[src/rtl/phy_pkg.sv]
// Symbols and state encoding shared by the PHY serializer and the serial-to-parallel receiver.
package phy_pkg;
  localparam int BYTE_W = 8;
  localparam logic [BYTE_W-1:0] COM_SYM  = 8'hBC;
  localparam logic [BYTE_W-1:0] IDLE_SYM = 8'h7C;

  typedef enum logic {
    ST_SYNC   = 1'b0,
    ST_ACTIVE = 1'b1
  } state_e;
endpackage

[src/rtl/tx_shifter.sv]
// Byte load/shift register with a free-running bit counter; loads on boundary (bit_cnt==7), shifts MSB-first otherwise.
module tx_shifter
  import phy_pkg::*;
(
  input  logic              i_clk,
  input  logic              i_reset,
  input  logic [BYTE_W-1:0] i_load_dat,
  output logic              o_boundary,
  output logic              o_ser
);

  logic [BYTE_W-1:0] r_shift;
  logic [2:0]        r_bit_cnt;

  always_ff @(posedge i_clk) begin
    if (i_reset) begin
      r_shift   <= '0;
      r_bit_cnt <= 3'd7;
    end else begin
      r_bit_cnt <= r_bit_cnt + 3'd1;
      if (o_boundary) begin
        r_shift <= i_load_dat;
      end else begin
        r_shift <= {r_shift[BYTE_W-2:0], 1'b0};
      end
    end
  end

  assign o_boundary = (r_bit_cnt == 3'd7);
  assign o_ser      = r_shift[BYTE_W-1];

endmodule

[src/rtl/partoserial_tx.sv]
// PHY transmit serializer: COM training burst after reset/resync, then payload bytes or IDLE fill, MSB first.
module partoserial_tx
  import phy_pkg::*;
#(
  parameter int                SYNC_COUNT = 8,
  parameter logic [BYTE_W-1:0] COM_SYM    = phy_pkg::COM_SYM,
  parameter logic [BYTE_W-1:0] IDLE_SYM   = phy_pkg::IDLE_SYM
) (
  input  logic              clk_32f,
  input  logic              reset,
  input  logic [BYTE_W-1:0] data_in,
  input  logic              valid_in,
  input  logic              resync,
  output logic              ready,
  output logic              data_out,
  output logic              active
);

  state_e            r_state;
  logic [3:0]        r_sync_cnt;
  logic              r_resync_pend;
  logic              r_active;

  state_e            w_state_nxt;
  logic [3:0]        w_sync_cnt_nxt;
  logic [3:0]        w_cnt_inc;
  logic              w_pend_nxt;
  logic              w_resync_hit;
  logic              w_boundary;
  logic [BYTE_W-1:0] w_load_dat;

  tx_shifter u_shifter (
    .i_clk      (clk_32f),
    .i_reset    (reset),
    .i_load_dat (w_load_dat),
    .o_boundary (w_boundary),
    .o_ser      (data_out)
  );

  assign w_resync_hit = resync | r_resync_pend;

  always_comb begin
    w_state_nxt    = r_state;
    w_sync_cnt_nxt = r_sync_cnt;
    w_pend_nxt     = r_resync_pend;
    w_cnt_inc      = '0;
    w_load_dat     = IDLE_SYM;
    if (w_boundary) begin
      w_pend_nxt = 1'b0;
      if (w_resync_hit || (r_state == ST_SYNC)) begin
        // A resync counts its own COM as the first of a fresh burst.
        w_load_dat = COM_SYM;
        w_cnt_inc  = w_resync_hit ? 4'd1 : r_sync_cnt + 4'd1;
        if (w_cnt_inc == 4'(SYNC_COUNT)) begin
          w_state_nxt    = ST_ACTIVE;
          w_sync_cnt_nxt = '0;
        end else begin
          w_state_nxt    = ST_SYNC;
          w_sync_cnt_nxt = w_cnt_inc;
        end
      end else if (valid_in) begin
        w_load_dat = data_in;
      end
    end else begin
      w_pend_nxt = r_resync_pend | resync;
    end
  end

  always_ff @(posedge clk_32f) begin
    if (reset) begin
      r_state       <= ST_SYNC;
      r_sync_cnt    <= '0;
      r_resync_pend <= 1'b0;
      r_active      <= 1'b0;
    end else begin
      r_state       <= w_state_nxt;
      r_sync_cnt    <= w_sync_cnt_nxt;
      r_resync_pend <= w_pend_nxt;
      r_active      <= (w_state_nxt == ST_ACTIVE);
    end
  end

  assign ready  = (r_state == ST_ACTIVE) && w_boundary && !w_resync_hit;
  assign active = r_active;

endmodule

[config.mk]
export PLATFORM = sky130hd
export DESIGN_NAME = partoserial_tx
export DESIGN_NICKNAME = d
export VERILOG_FILES = /design/src/rtl/phy_pkg.sv /design/src/rtl/tx_shifter.sv /design/src/rtl/partoserial_tx.sv
export SDC_FILE = /design/constraint.sdc
export NUM_CORES = 1
export LEC_CHECK = 0
export CORE_MARGIN = 10
export CORE_UTILIZATION = 33
export CTS_BUF_LIST = sky130_fd_sc_hd__clkbuf_8
export CTS_CLUSTER_DIAMETER = 150
export CTS_CLUSTER_SIZE = 30
export DETAILED_ROUTE_END_ITERATION = 12
export HOLD_SLACK_MARGIN = 0.06
export SLEW_MARGIN = 15
export SYNTH_ARGS = -nofsm -noshare
export SYNTH_HDL_FRONTEND = slang
export SYNTH_HIERARCHICAL = 1
export SYNTH_SLANG_ARGS = --single-unit
[constraint.sdc]
create_clock -name clk_32f -period 1.84 [get_ports clk_32f]
set_input_delay 0.552 -clock clk_32f [delete_from_list [all_inputs] [get_ports clk_32f]]
set_output_delay 0.552 -clock clk_32f [all_outputs]
set_load 0.02 [all_outputs]
==> metrics.md <==
| Metric | Value |
|---|---|
| Setup Viol. Count Final | 0 |
| Leakage power | 0.427 nW |
| DRC | 0 |
| Drt total wl | 1600 um |
| Fin crit share | 98.3% |
| Busiest grt layer | met2 |
| Setup Crit Path Kind | in -> out |
| Vias in the first global route | 641 |
| Seq/Total Area, Yosys | 44.9% |
| Proportion of layout cells with a drive suffix above 1 | 19.4% |
| Die Span X | 67.9 um |
| CTS Root Cell | clkbuf_8 |
| Highest net fanout along the worst path | 2 |
| Synth top cells by count | dfxtp_1, nor2_1, mux2i_1 |
| Max Slew Vio Count | 0 |
| Io pins | 15 |
| Clock Latency Late Sink | 0.25 ns |
| Grt met3 use | 1.63% |
| Max-slew headroom | 82.4% |
| Row count | 17 |
| DR vias/cell | 4.93 |
| Synth top area cells | dfxtp_1, mux2i_1, nor2_1 |
| CTS tree | built |
| Final HPWL DP | 1200 um |
| GR Util All Layers | 7.49% |
| Placer Congestion | 0.823 |
| Final hold violations | 0 |
| Crit path DAT | 1.26 ns |
| Crit path time final | 1.81 ns |
| TritonCTS buffer count | 3 |
| First-pass GRT wire length | 2750 um |
| P&R area growth vs syn | 37.0% |
| Post-synth EDFFs | 0 |
| Post-CTS Setup Bufs | 0 |
| DP Area | 977 sq um |
| Mean Syn Cell Area | 9.60 sq um |
| Initial antenna violation count | 0 |
| Routing usage on met2 | 12.2% |
| Flop2flop setup slack | 0.21 ns |
| Drt pass-1 iters | 2 |
| Clock Pin Slew Worst Setup and Hold Paths | 0.06 ns |
| Fillers | 214 |
| Grt ovf | 0 |
| Final nets | 119 |
| Share of the synthesized area in the top cell type | 44.9% |
| Number of synthesized register bits | 17 |
| Die height | 67.9 um |
| Port Buf Inserts | 14 |
| Clock Sinks | 17 |
| Unrepaired setup endpoints after global routing | no |
| Worst Tran Pin Value | 0.260 ns |
| Syn Inst Count | 79 |
| Routed Antenna Nets | 0 |
| Vias | 646 |
| Synthesized Nets | 94 |
| Clock skew | 0.00211 ns |
| Max_cap viols | 0 |
| Max Clk Rate | 553 MHz |
| Util after Layout | 47.4% |
| Avg WL per Cell | 12.2 um |
| Critical path startpoint category | primary input |
| Hold-fix buffers at CTS | 0 |
| Most frequent cell after synthesis | dfxtp_1 |
| Synth Flop Type | dfxtp_1 |
| Worst Hold Class | reg -> reg |
| Critical Path End Type | primary output |
| Mapped Area | 758 sq um |
| Htree depth | 1 |
| Max Buffers Root-to-Sink | 2 |
| Largest net degree at the start of global routing | 20 |
| Yosys Warn Count | 6 |
| Cell Pwr Density | 846 mW/mm^2 |
| Starting Density | 34.6% |
| Core area | 0.00219 sq mm |
| Fin area | 0.00104 sq mm |
| Die Area | 0.00462 sq mm |
| ANT cells | 0 |
| Unique masters post-synth | 28 |
| Met1 usage | 8.60% |
| Peak supply drop | 0.000433 V |
| Outcome | finished clean |
| CP required | 1.29 ns |
| Initial DRC count | 18 |
| Area leader, netlist | dfxtp_1 |
| Post-synth ARST share | 0% |
## placed cells by master, fill, tap and decap left out, types with 3 or more instances in the layout
master and count:
nor2_1 11, nand2_1 4, mux2i_1 7, dfxtp_1 16, clkbuf_8 3, or3_1 4
clkdlybuf4s50_1 11, nor2b_1 3, buf_4 9
## flip-flops by register name, summed over array words and instances, names as in the netlist
signal	flops
u_shifter/r_shift	8
r_resync_pend	1
u_shifter/r_bit_cnt	3
active	1
r_sync_cnt	4
## area by class of cell
cell class	count	area (sq um)	share of cell area (%)
flip-flops and latches	17	342	32.9
repair buffers	24	218	21.0
multi-input cells	58	399	38.4
clock buffers	3	41.3	3.98
clock inverters	1	3.75	0.361
well taps	28	35.0	3.37
## critical path, cell delays in order
cell	delay, ns
dlygate4sd2_1	0.24
nor2_1	0.14
and3_4	0.21
buf_6	0.11
## kinds of logic (layout without fill, tap and decap cells)
logic type,count (synthesis),after routing,share of synthesized area [%]
and+or+nand+nor,38,38,26.7
DFF,17,17,44.9
AOI/OAI and AO/OA,8,8,7.76
muxes,7,7,9.24
buffers and inverters,4,28,4.12
adders and majority gates,3,3,4.95
xor gates and xnor gates,2,2,2.31
## final timing paths
check / startpoint / to / depth (start not counted)
worst max-delay path: resync / ready / 4
worst min-delay path: u_shifter/r_bit_cnt[0]$_SDFF_PP1_ / u_shifter/r_bit_cnt[0]$_SDFF_PP1_ / 1
worst max register to register: u_shifter/r_bit_cnt[0]$_SDFF_PP1_ / u_shifter/r_shift[2]$_SDFF_PP0_ / 7
worst min register to register: u_shifter/r_bit_cnt[0]$_SDFF_PP1_ / u_shifter/r_bit_cnt[0]$_SDFF_PP1_ / 1
## what timing repair did
action	in CTS	in global routing
pin swaps	1	0
setup endpoints to repair	8	7
hold endpoints to repair	0	0
resized for setup	9	5
## power breakdown
part	internal [mW]	switching, mW
registers	0.402	0.0153
logic	0.103	0.0884
clock network	0.148	0.122
total	0.653	0.226
## metrics by stage
step                      hold slack [ns]  worst slack, ns  total power, mW  setup TNS (ns)  std cells
final                               0.408           0.0320            0.878               0        131
after global routing                0.424          0.00240            0.929               0        131
after CTS                           0.412           0.0243            0.880               0        131
after detailed placement            0.395           -0.584            0.611           -4.12        127
after global placement              0.387           -0.570            0.606           -4.05        127
after floorplan                     0.374           0.0809            0.540               0         79
## routing by layer
metal	wire (um)	vias to the layer above
met1	735	314
li1	-	323
met3	28	2
met5	0	-
met2	804	7
met4	33	0
No activity file was read; power rests on OpenSTA's default activity.
